**config.mk**
```make
export PLATFORM = sky130hd
export DESIGN_NAME = cu_sched
export DESIGN_NICKNAME = d
export VERILOG_FILES = /design/src/rtl/cu_sched.sv
export SDC_FILE = /design/constraint.sdc
export NUM_CORES = 1
export LEC_CHECK = 0
export BUFFER_PORTS_ARGS = -buffer_cell sky130_fd_sc_hd__buf_4
export CAP_MARGIN = 20
export CORE_ASPECT_RATIO = 1.4
export CORE_MARGIN = 1
export CORE_UTILIZATION = 50
export DETAILED_ROUTE_END_ITERATION = 8
export PLACE_DENSITY = 0.68
export SLEW_MARGIN = 20
export SYNTH_ARGS = -nofsm -noshare
export SYNTH_HDL_FRONTEND = slang
export SYNTH_SLANG_ARGS = --single-unit
```
**constraint.sdc**
```tcl
create_clock -name clk -period 5.51 [get_ports clk]
set_clock_uncertainty 0.2 [all_clocks]
set_input_delay 0.8265 -clock clk [delete_from_list [all_inputs] [get_ports clk]]
set_output_delay 0.8265 -clock clk [all_outputs]
set_load 0.005 [all_outputs]
```
**src/rtl/cu_sched.sv**
```systemverilog
// In-order, single-issue scheduler for ALU/MUL/SHF units that share one
// register-file write port; stalls on RAW hazards against pending write-backs.
module cu_sched #(
  parameter int ADDRESS_WIDTH = 4,
  parameter int FIFO_DEPTH    = 4,
  parameter int OP_WIDTH      = 6
) (
  input  logic                     clk,
  input  logic                     reset,
  input  logic                     ins_valid,
  output logic                     ins_ready,
  input  logic [1:0]               ins_unit,
  input  logic [OP_WIDTH-1:0]      ins_op,
  input  logic [ADDRESS_WIDTH-1:0] ins_rd,
  input  logic [ADDRESS_WIDTH-1:0] ins_rx,
  input  logic [ADDRESS_WIDTH-1:0] ins_ry,
  output logic [ADDRESS_WIDTH-1:0] ps_xb_raddx,
  output logic [ADDRESS_WIDTH-1:0] ps_xb_raddy,
  output logic                     ps_alu_en,
  output logic                     ps_mul_en,
  output logic                     ps_shf_en,
  output logic [OP_WIDTH-1:0]      cu_op,
  output logic [ADDRESS_WIDTH-1:0] ps_xb_wadd,
  output logic [2:0]               ps_xb_w_cuEn,
  output logic                     busy,
  input  logic                     halt,
  output logic                     err_unit
);

  localparam int PTR_W = $clog2(FIFO_DEPTH);
  localparam int CNT_W = PTR_W + 1;

  localparam logic [1:0] UNIT_ALU = 2'b00;
  localparam logic [1:0] UNIT_MUL = 2'b01;
  localparam logic [1:0] UNIT_SHF = 2'b10;
  localparam logic [1:0] UNIT_RSV = 2'b11;

  typedef struct packed {
    logic [1:0]               unit;
    logic [OP_WIDTH-1:0]      op;
    logic [ADDRESS_WIDTH-1:0] rd;
    logic [ADDRESS_WIDTH-1:0] rx;
    logic [ADDRESS_WIDTH-1:0] ry;
  } entry_t;

  typedef struct packed {
    logic                     valid;
    logic [ADDRESS_WIDTH-1:0] rd;
    logic [2:0]               src;
  } wb_t;

  typedef enum logic [1:0] {IDLE, RUN, STALL} state_t;

  state_t             state_q, state_d;
  logic [PTR_W-1:0]   rd_ptr_q, rd_ptr_d;
  logic [PTR_W-1:0]   wr_ptr_q, wr_ptr_d;
  logic [CNT_W-1:0]   count_q, count_d;
  // wb0 drives the write port this cycle; wb1 holds a MUL result one cycle out.
  wb_t                wb0_q, wb0_d;
  wb_t                wb1_q, wb1_d;
  entry_t             fifo_q [FIFO_DEPTH];

  entry_t head;
  entry_t in_entry;
  logic   head_valid;
  logic   is_rsv;
  logic   raw_hazard;
  logic   port_block;
  logic   issue;
  logic   discard;
  logic   pop;
  logic   push;

  assign in_entry   = {ins_unit, ins_op, ins_rd, ins_rx, ins_ry};
  assign head       = fifo_q[rd_ptr_q];
  assign head_valid = (state_q != IDLE);
  assign is_rsv     = (head.unit == UNIT_RSV);

  assign raw_hazard = (wb0_q.valid && (head.rx == wb0_q.rd || head.ry == wb0_q.rd)) ||
                      (wb1_q.valid && (head.rx == wb1_q.rd || head.ry == wb1_q.rd));
  // A MUL issued last cycle owns the write port next cycle.
  assign port_block = wb1_q.valid && (head.unit == UNIT_ALU || head.unit == UNIT_SHF);

  assign issue   = head_valid && !is_rsv && !halt && !raw_hazard && !port_block;
  assign discard = head_valid && is_rsv && !halt;
  assign pop     = issue || discard;

  assign ins_ready = (count_q < CNT_W'(FIFO_DEPTH)) || pop;
  assign push      = ins_valid && ins_ready;

  assign busy         = (count_q != '0) || wb0_q.valid || wb1_q.valid;
  assign err_unit     = discard;
  assign ps_xb_w_cuEn = wb0_q.valid ? wb0_q.src : 3'b000;
  assign ps_xb_wadd   = wb0_q.valid ? wb0_q.rd : '0;

  always_comb begin
    ps_alu_en   = 1'b0;
    ps_mul_en   = 1'b0;
    ps_shf_en   = 1'b0;
    cu_op       = '0;
    ps_xb_raddx = '0;
    ps_xb_raddy = '0;
    wb1_d       = '0;
    wb0_d       = wb1_q;
    if (issue) begin
      cu_op       = head.op;
      ps_xb_raddx = head.rx;
      ps_xb_raddy = head.ry;
      unique case (head.unit)
        UNIT_ALU: begin
          ps_alu_en = 1'b1;
          wb0_d     = '{valid: 1'b1, rd: head.rd, src: 3'b001};
        end
        UNIT_MUL: begin
          ps_mul_en = 1'b1;
          wb1_d     = '{valid: 1'b1, rd: head.rd, src: 3'b010};
        end
        UNIT_SHF: begin
          ps_shf_en = 1'b1;
          wb0_d     = '{valid: 1'b1, rd: head.rd, src: 3'b100};
        end
        default: ;
      endcase
    end
  end

  always_comb begin
    rd_ptr_d = pop  ? rd_ptr_q + PTR_W'(1) : rd_ptr_q;
    wr_ptr_d = push ? wr_ptr_q + PTR_W'(1) : wr_ptr_q;
    count_d  = count_q + CNT_W'(push) - CNT_W'(pop);
    state_d  = state_q;
    if (count_d == '0) begin
      state_d = IDLE;
    end else begin
      unique case (state_q)
        IDLE:    state_d = RUN;
        RUN:     state_d = pop ? RUN : STALL;
        STALL:   state_d = pop ? RUN : STALL;
        default: state_d = IDLE;
      endcase
    end
  end

  always_ff @(posedge clk or posedge reset) begin
    if (reset) begin
      state_q  <= IDLE;
      rd_ptr_q <= '0;
      wr_ptr_q <= '0;
      count_q  <= '0;
      wb0_q    <= '0;
      wb1_q    <= '0;
    end else begin
      state_q  <= state_d;
      rd_ptr_q <= rd_ptr_d;
      wr_ptr_q <= wr_ptr_d;
      count_q  <= count_d;
      wb0_q    <= wb0_d;
      wb1_q    <= wb1_d;
    end
  end

  always_ff @(posedge clk or posedge reset) begin
    if (reset) begin
      for (int i = 0; i < FIFO_DEPTH; i++) fifo_q[i] <= '0;
    end else if (push) begin
      fifo_q[wr_ptr_q] <= in_entry;
    end
  end

endmodule

```
Word level (Yosys, flattened, before mapping)
Index checks and enable logic that the tools add are counted.
{"block": "word_totals", "register_bits": 105, "in_bits": 24, "output_inout_bits": 27, "word_cells": 102}
{"block": "op_classes", "add_sub_neg": 4, "n_lt_le_gt_ge": 4, "eq_ne": 9, "muxes": 24, "bitwise_logic": 2, "reduce_logical": 29}
{"operator": "bitwise mux 80 bit", "n": 1}
{"operator": "2-to-1 mux 20 bit", "n": 3}
{"operator": "binary-select mux 20 bit (select 2 bit)", "n": 1}
{"operator": "demux 20 bit (select 2 bit)", "n": 1}
{"operator": "2-to-1 mux 8 bit", "n": 3}
{"operator": "== test 4 bit", "n": 4}
{"operator": "case mux 8 bit (2 select lines)", "n": 1}
{"operator": "2-to-1 mux 4 bit", "n": 3}
{"operator": "logical AND 1 bit", "n": 11}
{"operator": "logical OR 1 bit", "n": 8}
{"operator": "== test 2 bit (second input constant)", "n": 3}
{"operator": "greater-or-equal comparator 3 bit (second input constant)", "n": 2}
{"operator": "2-to-1 mux 1 bit", "n": 6}
{"operator": "2-to-1 mux 6 bit", "n": 1}
{"operator": "NOT 2 -> 3 bit", "n": 2}
{"operator": "adder 2 x 1 -> 2 bit (second input constant)", "n": 2}
{"operator": "== test 2 x 1 -> 1 bit (second input constant)", "n": 2}
{"operator": "zero test 1 bit", "n": 4}
{"operator": "zero test 2 bit", "n": 2}
{"operator": "2-to-1 mux 2 bit", "n": 2}
{"operator": "case mux 2 bit (2 select lines)", "n": 1}
{"operator": "adder 3 x 1 -> 3 bit", "n": 1}
{"operator": "zero test 3 bit", "n": 1}
{"operator": "less-than comparator 3 x 1 -> 1 bit (second input constant)", "n": 1}
{"operator": "other kinds (6)", "n": 6}

Logic depth before layout (Yosys ltp)
Gate-level depths: netlist of run 1.
{"block": "depth", "depth_word": 18, "mapped_depth": 16}

Worst setup path before layout of run 1
OpenSTA, ideal clock, no wires.
{"block": "synth_timing", "path_type": "reg2reg", "start": "register rd_ptr_q[1]", "end": "register state_q[0]", "arrival_ns": 3.433, "required_ns": 5.178, "setup_slack_ns": 1.744, "path_stages_with_launch": 17, "synth_period_minus_slack_ns": 3.766, "path_cell_list": "dfrtp_1 -> buf_4 -> mux4_2 -> xor2_1 -> nor4_2 -> o211ai_1 -> nand3_1 -> buf_4 -> inv_2 -> ha_1 -> inv_1 -> ha_1 -> fa_1 -> xnor2_1 -> xnor2_1 -> nor3_1 -> nor3_1"}
{"block": "synth_between", "elab_chain_cells": 18, "word_cells_on_any_way": 36, "classes_between": "2 x add/sub; 6 x eq/ne; 6 x mux; 1 x bitwise; 21 x reduce/logical"}
{"element": "start, declared", "line": "55", "rtl": "logic [PTR_W-1:0] rd_ptr_q, rd_ptr_d;"}
{"element": "start signal, assigned", "line": "154", "rtl": "rd_ptr_q <= rd_ptr_d;"}
{"element": "NOT 2 -> 3 bit (not written as such) *", "line": "75", "rtl": "assign head = fifo_q[rd_ptr_q];"}
{"element": "binary-select mux 20 bit (select 2 bit) *", "line": "75"}
{"element": "2-to-1 mux 20 bit (not written as such) * (2 in series)", "line": "75"}
{"element": "== test 4 bit, on equally long branches", "line": "79, 80"}
{"element": "logical OR 1 bit, on equally long branches", "line": "79, 80"}
{"element": "logical AND 1 bit, on equally long branches", "line": "79, 80"}
{"element": "logical OR 1 bit", "line": "79", "rtl": "assign raw_hazard = (wb0_q.valid && (head.rx == wb0_q.rd || head.ry == wb0_q.rd)) ||"}
{"element": "zero test 1 bit", "line": "84", "rtl": "assign issue = head_valid && !is_rsv && !halt && !raw_hazard && !port_block;"}
{"element": "[3 not listed]"}
{"element": "via pop", "line": "71", "rtl": "logic pop;"}
{"element": "logical OR 1 bit", "line": "88", "rtl": "assign ins_ready = (count_q < CNT_W'(FIFO_DEPTH)) || pop;"}
{"element": "logical AND 1 bit", "line": "89", "rtl": "assign push = ins_valid && ins_ready;"}
{"element": "adder 3 x 1 -> 3 bit", "line": "130", "rtl": "count_d = count_q + CNT_W'(push) - CNT_W'(pop);"}
{"element": "subtractor 3 x 1 -> 3 bit *", "line": "130"}
{"element": "via count_d[2]", "line": "57", "rtl": "logic [CNT_W-1:0] count_q, count_d;"}
{"element": "zero test 3 bit *", "line": "132", "rtl": "if (count_d == '0) begin"}
{"element": "2-to-1 mux 2 bit *", "line": "132"}
{"element": "via state_d[0]", "line": "54", "rtl": "state_t state_q, state_d;"}
{"element": "end signal, assigned", "line": "153", "rtl": "state_q <= state_d;"}
{"element": "end, declared", "line": "54"}
Mark *: on every way through the listed nets, which the timed path passes. The rest lies on a longest branch. The select of a mux whose other input is x is not followed.
A chain may end at the register's enable or synchronous reset.

Worst setup path in the final report of run 1
{"block": "layout_timing", "start": "register rd_ptr_q[0]", "end": "output ins_ready"}
{"block": "layout_between", "elab_chain_cells": 13, "word_cells_on_any_way": 29, "classes_between": "6 x eq/ne; 3 x mux; 1 x bitwise; 19 x reduce/logical"}
{"element": "NOT 2 -> 3 bit (not written as such) *", "line": "75"}
{"element": "binary-select mux 20 bit (select 2 bit) *", "line": "75"}
{"element": "2-to-1 mux 20 bit (not written as such) * (2 in series)", "line": "75"}
{"element": "== test 4 bit, on equally long branches", "line": "79, 80"}
{"element": "logical OR 1 bit, on equally long branches", "line": "79, 80"}
{"element": "logical AND 1 bit, on equally long branches", "line": "79, 80"}
{"element": "logical OR 1 bit", "line": "79"}
{"element": "zero test 1 bit", "line": "84"}
{"element": "logical AND 1 bit (2 in series)", "line": "84"}
{"element": "logical OR 1 bit *", "line": "86", "rtl": "assign pop = issue || discard;"}
{"element": "logical OR 1 bit *", "line": "88"}
{"element": "end, declared", "line": "11", "rtl": "output logic ins_ready,"}
Mark *: on every way between the ends. The rest lies on a longest branch, timed or not. The select of a mux whose other input is x is not followed.

==> run metrics, run 1 <==
DP HPWL approximately 12000 um; setup violators final 0; status finished, final reports clean; worst vdd ir 297.1 uV; unrepaired setup endpoints after global routing false; maxcap violations 0; FP Rows between 50 and 60; total core area 13970 um^2; setup tns final 0 ns; crit start category flip-flop; total congestion overflow 0; pin count of the biggest net entering global routing 103; Post-synth top flop dfrtp_1; Area contributors post-synth dfrtp_1, o311ai_0, o211ai_1; P&R area growth vs syn 8.268%; post-synth cell types 43; final core occ 55.46%; Inserted Diodes 0; period utilization 89.91%; # DRC 0; CTS tree done; Die Y around 140 um; area share of the largest cell type after synthesis 35.66%; DRT antenna net count 0; R2R depth 15; Critical Path Stages 9; vias per std cell ~7; post-synthesis sequential element count 102; XOR/XNOR share of the synthesized area under 10%; Vias 6574; Async SR Flop Fraction 100.0%; post-synthesis instance total 761; hold path depth 1; Post-synth EDFFs 0; first-pass GRT wire length 34690 um; sequential cell area 2554 um^2; max-slew violations 0; Die Area 14810 um^2; WL/cell between 20 and 25 um; Final nets 754; Hold WS 0.3395 ns; Root Driver clkbuf_16; Req. time, crit path around 4.5 ns; power per cell area approximately 580 nW/um^2; Worst-Margin Slew about 1.1 ns; Slew Limit Headroom between 20 and 30%; Synthesized Nets between 700 and 800; CTS resizes 0; crit path DAT 3.93 ns; fmax 0.2019 GHz; wirelength, routed between 20000 and 25000 um; worst hold path type flip-flop to flip-flop; clock transition at the registers of the reported paths 0.07 ns; DR iter-0 viols between 600 and 700; Num CTS Buffers 9; Seq/Total Area, Yosys between 30% and 40%; FILL cells 1226; mapped cell area 7158 um^2; CP cell instances buf_4 -> mux4_2 -> xor2_1 -> nor4_2 -> o211ai_1 -> nand3_2 -> buf_4 -> nand2_1 -> buf_4; Worst Setup End Kind primary output; post-synthesis simple-gate area fraction 10.38%; Max Fanout on Critical Path 82; IO Port Bufs 50; Horiz. Die Dim 103.1 um; overall routing resource usage 30.49%; CP delay by family, top buffers and inverters; initial antenna violation count 0; vias in the first global route 6516; layout cells sized above 1 between 10% and 20%; synthesized area per cell 9.406 um^2; Worst path slowest cell buf_4; I/O pins 51; Initial Utilization 51.22%; most used cell along the critical path buf_4; gpl congestion between 0.9 and 1; Bufs on Longest Clock Path 2; P_leak 2.672 nW; CP peak stage delay 0.73 ns; CTS H-tree depth 3; clock sink count 102; DRT Pass-1 Iters 5; Min Clock Period, post-route 4.954 ns; Hold Vio Cnt, Final 0; worst path bufs/invs 3; adder-cell share of the synthesized area 1.678%; Setup Fix Bufs, Post-CTS 0; number of synthesis warnings 0; fraction of synthesized area in multiplexers 7.132%; hold_buf cts 0; area leader, netlist dfrtp_1; post-synthesis compound-gate area fraction around a third; Pwr Total 0.004528 W; largest family of logic cells by synthesized area compound AO/OA/AOI/OAI gates; WS Path Type flip-flop to primary output; Multi-input gate area 4090 um^2; Clock Latency Late Sink 0.36 ns
kinds of logic (layout without fill, tap and decap cells):
family,count (synthesis),count (layout)
adders and majority gates,9,9
muxes,25,25
xor gates and xnor gates,21,21
AOI/OAI and AO/OA,330,330
buffers and inverters,137,102
and+or+nand+nor,137,137
DFF,102,102
metrics by stage:
stage	setup slack, ns	cell area [um^2]	cells
after floorplan	1.744	7158	761
after global placement	1.006	7446	895
after detailed placement	0.9119	7446	895
after CTS	0.5061	7737	911
after global routing	0.3025	7750	911
final	0.5558	7750	911
power breakdown:
| part | internal, W | total, W | switching (W) | leakage (nW) |
|---|---|---|---|---|
| Combinational | 0.00109 | 0.00256 | 0.00147 | 1.44 |
| Sequential | 0.00105 | 0.00132 | 0.000265 | 1.10 |
| Clock | 0.000351 | 0.000650 | 0.000298 | 0.134 |
| Total | 0.00249 | 0.00453 | 0.00204 | 2.67 |
registers in the layout, summed over array words and instances (netlist names):
signal,flops
rd_ptr_q,2
wb1_q,5
state_q,2
fifo_q,80
wb0_q,8
count_q,3
wr_ptr_q,2
area by class of cell:
class / count / share of cell area (%)
repair buffers: 68 / 6.587
clock inverters: 6 / 0.8072
well taps: 185 / 2.987
flip-flops and latches: 102 / 32.95
multi-input cells: 522 / 52.78
inverters: 18 / 0.9364
clock buffers: 10 / 2.954
synth_stat cells, types with 14 or more instances:
master,count
inv_1,16
o211ai_1,81
and2_1,14
clkbuf_1,69
buf_1,22
mux4_2,19
dfrtp_1,102
o311ai_0,70
a21boi_0,80
a31oi_1,81
buf_2,18
nand3_1,76
nor2b_1,14
worst paths after layout:
path | from | to | slack [ns]
hold / removal | count_q[0] | count_q[0] | 0.34
hold reg to reg | count_q[0] | count_q[0] | 0.34
setup reg to reg | rd_ptr_q[0] | state_q[0] | 1.07
min in group asynchronous | reset | fifo_q[72] | 0.38
setup / recovery | rd_ptr_q[0] | ins_ready | 0.56
max in group asynchronous | reset | fifo_q[46] | 3.82
per-layer routing:
layer | vias up | part of all wire [%] | GRT usage (%)
li1 | 2930 | - | -
met1 | 3289 | 40 | 39.86
met2 | 301 | 50 | 49.86
met3 | 54 | 6.1 | 3.599
met4 | 0 | 3.7 | 14.75
met5 | - | 0 | 0
cell usage in the layout, fill, tap and decap left out, drive strengths merged, types with 8 or more instances in the layout:
cell	count
buf	68
nand3	76
a31oi	81
nor2b	14
a21boi	81
nand2	10
dfrtp	102
nor2	9
inv	17
mux4	20
xnor2	13
clkbuf	10
o211ai	81
o311ai	80
ha	8
xor2	8
and2	14
(Power assumes the default switching activity.)
==> inputs of run 2 (changes only) <==
Settings changed: CELL_PAD_IN_SITES_DETAIL_PLACEMENT set to 0, CELL_PAD_IN_SITES_GLOBAL_PLACEMENT set to 1, CORE_UTILIZATION 50 to 52, PLACE_DENSITY 0.68 to not set, PLACE_DENSITY_LB_ADDON set to 0.1.
==> run metrics, run 2 (same netlist as run 1, synthesis figures left out) <==
status finished, final reports clean (unchanged); Critical Path Stages 8 (was 9); CP peak stage delay 0.72 ns (was 0.73 ns); FILL cells 1191 (was 1226); Slew Limit Headroom 26.84% (was 29.38%); max reg flops 80 (unchanged); DP HPWL 13240 um (was 12280 um); CTS H-tree depth 3 (unchanged); final core occ 57.73% (was 55.46%); Bufs on Longest Clock Path 2 (unchanged); layout cells sized above 1 17.10% (was 17.36%); crit path DAT 3.71 ns (was 3.93 ns); wirelength, routed 22720 um (was 21350 um); clock sink count 102 (unchanged); DRT antenna net count 0 (unchanged); RR Startpoint rd_ptr_q[1] (was rd_ptr_q[0]); Hold Crit Endpoint count_q[0] (unchanged); Worst-Margin Slew 1.097 ns (was 1.059 ns); setup violators final 0 (unchanged); DRT Pass-1 Iters 5 (unchanged); vias in the first global route 6524 (was 6516); CTS tree done (unchanged); R2R depth 14 (was 15); P_leak 2.668 nW (was 2.672 nW); worst vdd ir 409.7 uV (was 297.1 uV); r2r endpoint state_q[0] (unchanged); pin count of the biggest net entering global routing 119 (was 103); CP delay by family, top buffers and inverters (unchanged); Num CTS Buffers 9 (unchanged); Die Y 140.8 um (was 143.6 um); Vias 6533 (was 6574); r2r setup slk 1.20 ns (was 1.07 ns); unrepaired setup endpoints after global routing false (unchanged); Final nets 753 (was 754); overall routing resource usage 33.35% (was 30.49%); Clock Latency Late Sink 0.36 ns (about the same); Top Registers fifo_q: 80 flops, wb0_q: 8 flops, wb1_q: 5 flops (unchanged); worst hold path type flip-flop to flip-flop (unchanged); power per cell area 584.0 nW/um^2 (was 584.3 nW/um^2); most common cell after layout, fill and taps aside dfrtp_1 (unchanged); Initial Utilization 53.47% (was 51.22%); Die Area 14250 um^2 (was 14810 um^2); WL/cell 25.05 um (was 23.44 um); fmax 0.2112 GHz (was 0.2019 GHz); worst path bufs/invs 2 (was 3); crit start category flip-flop (unchanged); maxcap violations 0 (unchanged); max-slew violations 0 (unchanged); # DRC 0 (unchanged); IO Port Bufs 50 (unchanged); most frequent cells in the layout dfrtp_1, o211ai_1, a31oi_1, a21boi_0, nand3_1 (unchanged); min-delay src count_q[0] (unchanged); hold_buf cts 0 (unchanged); Worst Setup End Kind primary output (unchanged); total core area 13390 um^2 (was 13970 um^2); Setup Fix Bufs, Post-CTS 0 (unchanged); Horiz. Die Dim 101.2 um (was 103.1 um); hold path depth 1 (unchanged); Biggest register fifo_q (unchanged); I/O pins 51 (unchanged); CTS resizes 0 (unchanged); Max Fanout on Critical Path 82 (unchanged); most used cell along the critical path buf_4 (unchanged); vias per std cell 7.203 (was 7.216); CP cell instances mux4_2 -> xor2_1 -> o41ai_2 -> o211ai_1 -> nand3_2 -> buf_4 -> nand2_1 -> buf_4 (was buf_4 -> mux4_2 -> xor2_1 -> nor4_2 -> o211ai_1 -> nand3_2 -> buf_4 -> nand2_1 -> buf_4); total congestion overflow 0 (unchanged); gpl congestion 0.9399 (was 0.9054); P&R area growth vs syn 7.971% (was 8.268%); setup tns final 0 ns (unchanged); DR iter-0 viols 468 (was 623); Req. time, crit path 4.48 ns (about the same); Inserted Diodes 0 (unchanged); FP Rows 50 (was 51); period utilization 85.92% (was 89.91%); WS Path Type flip-flop to primary output (unchanged); Min Clock Period, post-route 4.734 ns (was 4.954 ns); initial antenna violation count 0 (unchanged); Hold Vio Cnt, Final 0 (unchanged); Worst path slowest cell buf_4 (unchanged); first-pass GRT wire length 36480 um (was 34690 um); Root Driver clkbuf_16 (unchanged); clock transition at the registers of the reported paths 0.07 ns (about the same)
## run 2: how the worst max path moves through the flow
stage,from,to,slack (ns)
2_1_floorplan,rd_ptr_q[1],state_q[0],1.74
3_3_place_gp,rd_ptr_q[1],ins_ready,1.19
3_5_place_dp,rd_ptr_q[1],ins_ready,1.11
4_1_cts,rd_ptr_q[1],ins_ready,0.70
5_1_grt,rd_ptr_q[1],ins_ready,0.52
6_report,rd_ptr_q[1],ins_ready,0.78
## run 2: area by class of cell
class                   count  area (um^2)  share of cell area (%)
multi-input cells         522         4080                   52.79
flip-flops and latches    102         2554                   33.04
repair buffers             67        528.0                   6.832
clock buffers              12        246.5                   3.189
well taps                 182        227.7                   2.946
inverters                  18        70.07                  0.9066
clock inverters             4        22.52                  0.2914
## run 2: metal layers
metal / vias to the layer above / GRT usage (%) / part of all wire, % / wire length, um
met5: - / 0 / 0 / 0
met4: 0 / 17.32 / 3.9 / 896
li1: 2924 / - / - / -
met2: 281 / 53.53 / 51 / 11490
met3: 60 / 4.561 / 5.4 / 1223
met1: 3268 / 43.63 / 40 / 9110
## run 2: where the power goes
part           total [W]  switching (W)  internal [W]  leakage, nW
Clock           0.000610       0.000293      0.000317        0.132
Sequential       0.00136       0.000305       0.00105         1.10
Combinational    0.00254        0.00146       0.00108         1.43
Total            0.00451        0.00206       0.00246         2.67
## run 2: through the flow
| stage | setup slack (ns) | cell area, um^2 | cells | hold WS (ns) | total power (W) |
|---|---|---|---|---|---|
| 2_1_floorplan | 1.744 | 7158 | 761 | 0.3016 | 0.003150 |
| 3_3_place_gp | 1.192 | 7460 | 891 | 0.3317 | 0.003774 |
| 3_5_place_dp | 1.112 | 7460 | 891 | 0.3392 | 0.003885 |
| 4_1_cts | 0.6955 | 7729 | 907 | 0.3534 | 0.004502 |
| 5_1_grt | 0.5193 | 7729 | 907 | 0.3814 | 0.004817 |
| 6_report | 0.7756 | 7729 | 907 | 0.3582 | 0.004514 |
==> inputs of run 3 (changes only) <==
==> constraint.sdc (replaced) <==
create_clock -name clk -period 5.51 [get_ports clk]
set_clock_uncertainty 0.2 [all_clocks]
set_input_delay 0.551 -clock clk [delete_from_list [all_inputs] [get_ports clk]]
set_output_delay 0.551 -clock clk [all_outputs]
set_load 0.005 [all_outputs]
==> run metrics, run 3 (same netlist as run 1, synthesis figures left out) <==
status finished, final reports clean (unchanged); CTS tree done (unchanged); CP peak stage delay 0.75 ns (was 0.72 ns); Pwr Total 0.004470 W (was 0.004514 W); maxcap violations 0 (unchanged); most frequent cells in the layout dfrtp_1, o211ai_1, a31oi_1, a21boi_0, nand3_1 (unchanged); power per cell area 579.3 nW/um^2 (was 584.0 nW/um^2); Place WS 1.074 ns (was 1.112 ns); vias per std cell 7.173 (was 7.203); Initial Utilization 53.47% (unchanged); hold_buf cts 0 (unchanged); DRT antenna net count 0 (unchanged); RR Startpoint rd_ptr_q[1] (unchanged); setup violators final 0 (unchanged); total core area 13390 um^2 (unchanged); gr busiest metal met2 (unchanged); Min Clock Period, post-route 4.595 ns (was 4.734 ns); Max Fanout on Critical Path 82 (unchanged); CTS H-tree depth 3 (unchanged); DR iter-0 viols 497 (was 468); # DRC 0 (unchanged); Setup Fix Bufs, Post-CTS 0 (unchanged); period utilization 83.40% (was 85.92%); Num CTS Buffers 9 (unchanged); overall routing resource usage 32.26% (was 33.35%); most common cell after layout, fill and taps aside dfrtp_1 (unchanged); P_leak 2.664 nW (was 2.668 nW); layout cells sized above 1 16.87% (was 17.10%); P&R area growth vs syn 7.796% (was 7.971%); Horiz. Die Dim 101.2 um (unchanged); Die Area 14250 um^2 (unchanged); fin area 7716 um^2 (was 7729 um^2); Clock Latency Late Sink 0.36 ns (about the same); first-pass GRT wire length 35220 um (was 36480 um); r2r setup slk 1.10 ns (was 1.20 ns); fmax 0.2176 GHz (was 0.2112 GHz); pin count of the biggest net entering global routing 122 (was 119); GR met1 Demand/Resource 42.78% (was 43.63%); worst path bufs/invs 3 (was 2); Slew Limit Headroom 20.79% (was 26.84%); CP delay by family, top buffers and inverters (unchanged); clock sink count 102 (unchanged); FP Rows 50 (unchanged); crit path DAT 3.84 ns (was 3.71 ns); total congestion overflow 0 (unchanged); R2R depth 15 (was 14); IO Port Bufs 50 (unchanged); WL/cell 24.31 um (was 25.05 um); Bufs on Longest Clock Path 2 (unchanged); Final nets 753 (unchanged); CP cell instances buf_4 -> mux4_2 -> xor2_1 -> o41ai_2 -> o211ai_1 -> nand3_2 -> buf_4 -> nand2_1 -> buf_4 (was mux4_2 -> xor2_1 -> o41ai_2 -> o211ai_1 -> nand3_2 -> buf_4 -> nand2_1 -> buf_4); CTS resizes 0 (unchanged); wirelength, routed 22000 um (was 22720 um); max-slew violations 0 (unchanged); worst hold path type primary input to asynchronous set/reset pin (was flip-flop to flip-flop); routing usage on met3 3.223% (was 4.561%); r2r endpoint state_q[1] (was state_q[0]); final core occ 57.64% (was 57.73%); final worst slack 0.9149 ns (was 0.7756 ns); WS Path Type flip-flop to primary output (unchanged); Inserted Diodes 0 (unchanged); crit start category flip-flop (unchanged); Req. time, crit path 4.76 ns (was 4.48 ns); gpl congestion 0.9438 (was 0.9399); most used cell along the critical path buf_4 (unchanged); Biggest register fifo_q (unchanged); Vias 6492 (was 6533); clock transition at the registers of the reported paths 0.07 ns (about the same); max reg flops 80 (unchanged); worst vdd ir 275.0 uV (was 409.7 uV); DP HPWL 13210 um (was 13240 um); Worst path slowest cell buf_4 (unchanged); Worst-Margin Slew 1.188 ns (was 1.097 ns); met2 GRT Util 52.56% (was 53.53%); Root Driver clkbuf_16 (unchanged); Die Y 140.8 um (unchanged); initial antenna violation count 0 (unchanged); setup tns final 0 ns (unchanged); vias in the first global route 6218 (was 6524); I/O pins 51 (unchanged); Worst Setup End Kind primary output (unchanged); Top Registers fifo_q: 80 flops, wb0_q: 8 flops, wb1_q: 5 flops (unchanged); DRT Pass-1 Iters 5 (unchanged); Hold Vio Cnt, Final 0 (unchanged); post-place instance area 7460 um^2 (unchanged); unrepaired setup endpoints after global routing false (unchanged)
## run 3: cell count changes in the layout (fill, tap and decap cells not counted)
cell / before / now
clkinv_2: 3 / 2
clkinvlp_4: 1 / 0
## run 3: final cells by class
class	count	area, um^2
Multi-Input combinational cell	522	4080
Inverter	18	70.07
Sequential cell	102	2554
Fill cell	1241	5672
Clock buffer	12	246.5
Tap cell	182	227.7
Clock inverter	2	10.01
Timing Repair Buffer	67	528.0
## run 3: worst max path at each step
stage | cells after the start | to | start
2_1_floorplan | 16 | state_q[0] | rd_ptr_q[1]
4_1_cts | 9 | ins_ready | rd_ptr_q[1]
3_5_place_dp | 15 | state_q[0] | rd_ptr_q[1]
6_report | 9 | ins_ready | rd_ptr_q[1]
5_1_grt | 9 | ins_ready | rd_ptr_q[1]
3_3_place_gp | 15 | state_q[0] | rd_ptr_q[1]
## run 3: metal layers
metal / up-vias / routed length, um
met1: 3261 / 8977
met5: - / 0
li1: 2927 / -
met4: 0 / 828
met2: 254 / 11190
met3: 50 / 1005
## run 3: power by group
| part | internal [W] | switching, W |
|---|---|---|
| registers | 0.00105 | 0.000302 |
| logic | 0.00109 | 0.00143 |
| clock network | 0.000313 | 0.000279 |
| total | 0.00246 | 0.00201 |
## run 3: per-stage QoR
step / instances / hold slack, ns
finish: 905 / 0.1427
global route: 905 / 0.2120
CTS: 905 / 0.1784
detailed placement: 891 / 0.3336
global placement: 891 / 0.3336
floorplan: 761 / 0.3016
